**src/rtl/bcd_down_timer.sv**
```systemverilog
// Multi-digit packed-BCD countdown timer: load, start/pause/resume, one count per tick,
// and a single-cycle done pulse when the count reaches zero.
module bcd_down_timer #(
  parameter int DIGITS = 4
) (
  input  logic                clk,
  input  logic                rst,
  input  logic                load,
  input  logic [4*DIGITS-1:0] load_val,
  input  logic                start,
  input  logic                pause,
  input  logic                tick,
  output logic [4*DIGITS-1:0] count,
  output logic                busy,
  output logic                done,
  output logic                load_err
);

  localparam int W = 4 * DIGITS;

  localparam logic [1:0] S_IDLE   = 2'd0;
  localparam logic [1:0] S_RUN    = 2'd1;
  localparam logic [1:0] S_PAUSED = 2'd2;

  logic [1:0]   state;
  logic [W-1:0] dec_val;
  logic         borrow;
  logic         load_ok;

  // Borrow ripples up through zero digits, which wrap to 9; digits above stay put.
  always_comb begin
    borrow  = 1'b1;
    dec_val = count;
    for (int i = 0; i < DIGITS; i++) begin
      if (borrow) begin
        if (count[4*i +: 4] == 4'd0) begin
          dec_val[4*i +: 4] = 4'd9;
        end else begin
          dec_val[4*i +: 4] = count[4*i +: 4] - 4'd1;
          borrow            = 1'b0;
        end
      end
    end
  end

  always_comb begin
    load_ok = 1'b1;
    for (int i = 0; i < DIGITS; i++) begin
      if (load_val[4*i +: 4] > 4'd9) load_ok = 1'b0;
    end
  end

  // Strict priority load > pause > start > tick; a start in RUN does not block a tick.
  always_ff @(posedge clk or posedge rst) begin
    if (rst) begin
      count    <= '0;
      state    <= S_IDLE;
      done     <= 1'b0;
      load_err <= 1'b0;
    end else begin
      done <= 1'b0;
      if (load) begin
        state <= S_IDLE;
        if (load_ok) begin
          count    <= load_val;
          load_err <= 1'b0;
        end else begin
          load_err <= 1'b1;
        end
      end else if (pause) begin
        if (state == S_RUN) state <= S_PAUSED;
      end else begin
        if (start) begin
          if ((state == S_IDLE && count != '0) || state == S_PAUSED) state <= S_RUN;
        end
        if (tick && state == S_RUN) begin
          count <= dec_val;
          if (dec_val == '0) begin
            state <= S_IDLE;
            done  <= 1'b1;
          end
        end
      end
    end
  end

  assign busy = (state == S_RUN) || (state == S_PAUSED);

endmodule

```
**config.mk**
```make
export PLATFORM = sky130hd
export DESIGN_NAME = bcd_down_timer
export DESIGN_NICKNAME = d
export VERILOG_FILES = /design/src/rtl/bcd_down_timer.sv
export SDC_FILE = /design/constraint.sdc
export NUM_CORES = 1
export LEC_CHECK = 0
export BUFFER_PORTS_ARGS = -buffer_cell sky130_fd_sc_hd__buf_4
export CAP_MARGIN = 40
export CORE_ASPECT_RATIO = 1.75
export CORE_UTILIZATION = 51
export DETAILED_ROUTE_END_ITERATION = 16
export PLACE_DENSITY = 0.79
export REMOVE_ABC_BUFFERS = 1
export SKIP_CTS_REPAIR_TIMING = 1
export SLEW_MARGIN = 40
export SYNTH_ARGS = -nofsm -noshare
export SYNTH_HDL_FRONTEND = slang
export SYNTH_SLANG_ARGS = --single-unit
```
**constraint.sdc**
```tcl
create_clock -name clk -period 2.86 [get_ports clk]
set_clock_uncertainty 0.1 [all_clocks]
set_input_delay 0.429 -clock clk [delete_from_list [all_inputs] [get_ports clk]]
set_output_delay 0.429 -clock clk [all_outputs]
set_load 0.05 [all_outputs]
```
=== Yosys cells after proc, flatten, opt, wreduce, memory -nomap -nowiden ===
Index checks and enable logic that the tools add are counted.

* Reduce and logical (&&, ||, !) cells: 13
* $add $sub $neg: 4
* Multiplexer cells: 32
* Equality and inequality tests: 5
* $lt $le $gt $ge: 4

{| class="wikitable"
|+ Operator list
! cell !! count
|-
| two-way mux 16 bit || 4
|-
| two-way mux 4 bit || 7
|-
| greater-than comparator 4 bit, second input constant || 4
|-
| zero test 16 bit || 1
|-
| zero test 4 bit || 4
|-
| nonzero test 16 bit || 1
|-
| subtractor 4 x 1 -> 4 bit, second input constant || 4
|-
| two-way mux 1 bit || 14
|-
| two-way mux 2 bit || 7
|-
| inequality test 3 x 2 -> 1 bit, second input constant || 1
|-
| AND reduction 3 bit || 1
|-
| == test 2 x 1 -> 1 bit, second input constant || 1
|-
| == test 2 bit, second input constant || 1
|-
| logical AND 1 bit || 2
|-
| zero test 2 bit || 1
|-
| logical OR 1 bit || 2
|-
| inequality test 2 x 1 -> 1 bit, second input constant || 1
|-
| inequality test 2 bit, second input constant || 1
|-
| nonzero test 2 bit || 1
|}

* Logic and storage cells: 62
* Register bits after elaboration: 20
* Input bits: 22
* Output and inout port bits: 19

=== Logic depth before layout (Yosys ltp) ===
* Depth after elaboration: 10
* Mapped depth: 8
* Mapped depth without buffers: 7

=== Least setup slack after synthesis ===
No wires, ideal clock.

* Path type: register to register
* Start: register count[0]
* End: register state[0]
* Stages on the path, launching flop included: 9
* Data arrival time: 2,440 ps
* Path buffers: 1
* Clock period less this slack: 2,622 ps
* Library setup time: 82 ps
* Required time: 2,678 ps
* Slack: 238 ps
* Path through: dfrtp_1 -> inv_1 -> ha_1 -> or4b_1 -> buf_2 -> or3_4 -> o31ai_4 -> o211ai_1 -> a31oi_1

* Longest elaborated chain between the ends: 10
* Elaborated cells between the ends (all ways): 19
* Those cells by class: add/sub (1); mux (13); reduce/logical (5)

{| class="wikitable"
|+ Ends and longest elaborated chain
! item !! line !! source
|-
| start: declaration || 13 || <nowiki>output logic [4*DIGITS-1:0] count,</nowiki>
|-
| start signal: assignment || 65 || <nowiki>count <= load_val;</nowiki>
|-
| start signal: assignment || 77 || <nowiki>count <= dec_val;</nowiki>
|-
| zero test 4 bit || 36 || <nowiki>if (count[4*i +: 4] == 4'd0) begin</nowiki>
|-
| two-way mux 1 bit || 36 ||
|-
| two-way mux 1 bit (2 in series) || 35 || <nowiki>if (borrow) begin</nowiki>
|-
| two-way mux 4 bit || 35 ||
|-
| zero test 16 bit || 78 || <nowiki>if (dec_val == '0) begin</nowiki>
|-
| two-way mux 2 bit || 78 ||
|-
| two-way mux 2 bit * || 76 || <nowiki>if (tick && state == S_RUN) begin</nowiki>
|-
| two-way mux 2 bit * || 70 || <nowiki>end else if (pause) begin</nowiki>
|-
| two-way mux 2 bit * || 62 || <nowiki>if (load) begin</nowiki>
|-
| end signal: assignment || 63 || <nowiki>state <= S_IDLE;</nowiki>
|-
| end signal: assignment || 71 || <nowiki>if (state == S_RUN) state <= S_PAUSED;</nowiki>
|-
| end signal: assignment || 79 || <nowiki>state <= S_IDLE;</nowiki>
|-
| end: declaration || 25 || <nowiki>logic [1:0] state;</nowiki>
|}

Every way passes the cells marked *; elsewhere a longest branch is shown, timed or not.
A chain may end at the register's enable or synchronous reset.

=== Final worst setup path ===
Same ends and word-level chain as after synthesis.

==> impl_metrics.csv <==
group,metric,value,unit
detailed_routing,detailedRoute.firstPassIterationCount,4,
floorplanning,die_height,71.8,um
floorplanning,core,2660,um2
global_routing,grt_usage,27.9,%
synthesis,yosys_register_bits,20,
clock_tree,cts.root.buffer_cell,"clkbuf_8",
critical_path,cp_data_required_time,2930,ps
synthesis,synth_top_family_by_area,"compound AO/OA/AOI/OAI gates",
synthesis,yosys_warnings,0,
clock_tree,max-clock-path-buffers,2,
synthesis,synth_mux_area_share,0.705,%
critical_path,timing.critical_path.to_type,"flop",
power_and_ir_drop,power_density,631,nW/um2
floorplanning,fp-row-count,25,
status,status,"finished clean",
synthesis,post-synth-top-area-fraction,35.2,%
timing,fin_hold_viols,0,
final_layout,final.fill_count,263,
final_layout,finish.net_count,240,
critical_path,worst_path_largest_cell_delay,630,ps
placed_design,gp_congestion,0.871,
critical_path,path_depth,7,
critical_path,worstPathMaxFanout,9,
timing,fmaxAchievable,0.369,GHz
timing,timing_max_transition_violations_final,0,
clock_tree,cts_tree,"yes",
global_routing,vias_in_the_first_global_route,1474,
synthesis,synth_enable_flop_cells,0,
detailed_routing,route.vias.total,1493,
floorplanning,floorplan.io_pins,41,
final_layout,seqCellArea,500,um2
floorplanning,total_die_area,3010,um2
clock_tree,worst_skew_pair.late_latency,260,ps
floorplanning,die_x,41.9,um
placed_design,placedInstanceArea,1730,um2
synthesis,seq_area_frac_synth,35.2,%
global_routing,grt_first_pass_wirelength,6.56,mm
critical_path,critPathKind,"flop to flop",
floorplanning,start_util,53.4,%
critical_path,cp_data_arrival_time,2780,ps
synthesis,fraction_of_the_mapped_netlist_area_in_simple_logic_gates,25.2,%
critical_path,crit_path_cell_trace,"inv_1 -> ha_1 -> or4b_1 -> or3_4 -> o31ai_4 -> o211ai_1 -> a31oi_1",
job,maxCapViolCount,0,
synthesis,synth.cell_area,1420,um2
synthesis,avgSynthCellArea,8.26,um2
final_layout,syn_to_final_growth,25.0,%
final_layout,multiInputGateArea,858,um2
synthesis,synth_top_area_cell,"dfrtp_1",
final_layout,layout-drive-gt1-share,25.8,%
detailed_routing,route.antenna.remaining_nets,0,
synthesis,synth.cells.most_frequent,"20 x dfrtp_1, 17 x nor2_1, 16 x o21ai_0, 10 x a21oi_1",
timing,timing.final.setup_violations,0,
timing,fin_hold_ws,76.2,ps
clock_tree,cts.sink_count,20,
detailed_routing,post_detailed_route_via_to_cell_ratio,6.33,
synthesis,ys.flop_type,"dfrtp_1",
clock_tree,clkSlewWorstSetupHoldPaths,70,ps
detailed_routing,drt_drc_violations_left,0,
global_routing,gr_overflow_total,0,
timing,fin_crit_sh,94.7,%
critical_path,cp_top_family,"simple AND/OR/NAND/NOR gates",
final_layout,final_design_area_no_fill,1780,um2
global_routing,grt_start_max_net_pins,25,
synthesis,synth_adder_area_share,6.17,%
global_routing,antenna_found_initial,0,
timing,rsz0062_at_grt,"no",
critical_path,path_depth_of_the_worst_reg2reg_path,7,
synthesis,async_reset_ff_share,100,%
timing,finalWorstPathRequiredPeriod,2710,ps
power_and_ir_drop,worst_ir_drop_vdd,484,uV
critical_path,critical-path-slowest-cell,"or4b_1",
synthesis,synth_compound_area_share,27.1,%
detailed_routing,routedWlPerCell,16.7,um
timing,worst-slew-pin-transition,685,ps
critical_path,startpoint_type_of_the_worst_setup_path,"flop",
detailed_routing,wirelength,3.94,mm
synthesis,synth_area_leaders,"dfrtp_1 35%, ha_1 6.2%, o21ai_0 5.6%",
power_and_ir_drop,power.static_leakage,0.758,nW
synthesis,synth_cell_type_count,44,
timing,totalNegativeSetupSlack,0,ps
placed_design,hpwlAfterDp,3.03,mm
detailed_routing,detailedRoute.firstIterationViolations,42,
placed_design,placement.io_buffers,40,
min_path,min_path_type,"primary input to async pin",
clock_tree,cts_max_level,1,
synthesis,most_numerous_cell_in_the_yosys_netlist,"dfrtp_1",
clock_tree,cts_inserted_buffers,3,
synthesis,syn_inst_count,172,
final_layout,antenna_cells_inserted,0,
timing,timing.slew.headroom,54.4,%
synthesis,yosys.area_share.xor_xnor,1.23,%
critical_path,worst-path-buf-inv,1,
## placed cells by master, fill, tap and decap left out, drive strengths merged, types with 2 or more instances in the layout
cell type  synthesis  final
buf                1     41
o21ai             24     24
dfrtp             20     20
nor2              17     17
a21oi             10     10
nand2              8      8
nor3               8      8
inv                8      8
ha                 7      7
or2                5      5
nor4               5      5
a22oi              4      4
o22ai              4      4
or3                4      4
nand4              3      3
or4                3      3
a31oi              3      3
o211ai             3      3
nor2b              3      3
clkbuf             6      3
or4b               3      3
o21a               2      2
a211oi             2      2
nor3b              2      2
o31ai              2      2
## per-layer routing
| layer | track usage, % | up-vias | routed length [um] |
|---|---|---|---|
| li1 | - | 724 | - |
| met1 | 30.6 | 715 | 1540 |
| met2 | 52.6 | 46 | 2190 |
| met3 | 2.27 | 8 | 127 |
| met4 | 12.9 | 0 | 81 |
| met5 | 0 | - | 0 |
## logic make-up after synthesis
group,count (synthesis)
buffers and inverters,16
multiplexers,1
adder cells (fa/ha/maj),7
AO/OA/AOI/OAI,61
flip-flops,20
XOR/XNOR,2
AND/OR/NAND/NOR,65
## power breakdown
part | switching [mW] | internal (mW)
clock | 0.0890 | 0.0938
combinational | 0.340 | 0.178
sequential | 0.0870 | 0.333
## path summary, 6_finish.rpt
check	to	slack, ps	start
setup / recovery	state[0]$_DFFE_PP0P_	150	count[0]$_DFFE_PP0P_
hold / removal	count[0]$_DFFE_PP0P_	80	rst
setup reg to reg	state[0]$_DFFE_PP0P_	150	count[0]$_DFFE_PP0P_
hold reg to reg	load_err$_DFFE_PP0P_	410	load_err$_DFFE_PP0P_
max in group asynchronous	count[3]$_DFFE_PP0P_	2270	rst
min in group clk	done$_DFF_PP0_	260	pause
## through the flow
step / setup WS, ps / power (mW) / utilization [%] / cells
finish: 152 / 1.12 / 66.8 / 236
floorplan: 223 / 0.765 / - / 165
detailed placement: 203 / 0.942 / 65.2 / 233
CTS: 176 / 1.13 / 66.8 / 236
global route: 36.6 / 1.18 / 66.8 / 236
global placement: 352 / 0.927 / 65.2 / 233
## flip-flops by register name (all words and copies together) (netlist names)
register and cells:
count 16, done 1, load_err 1, state 2
## cell type report
cell class	count	area share, %
tap	27	1.90
timing repair buffer	41	17.3
inverter	9	1.90
clock buffer	3	2.33
sequential	20	28.2
multi-input combinational	136	48.3
(Power assumes the default switching activity.)
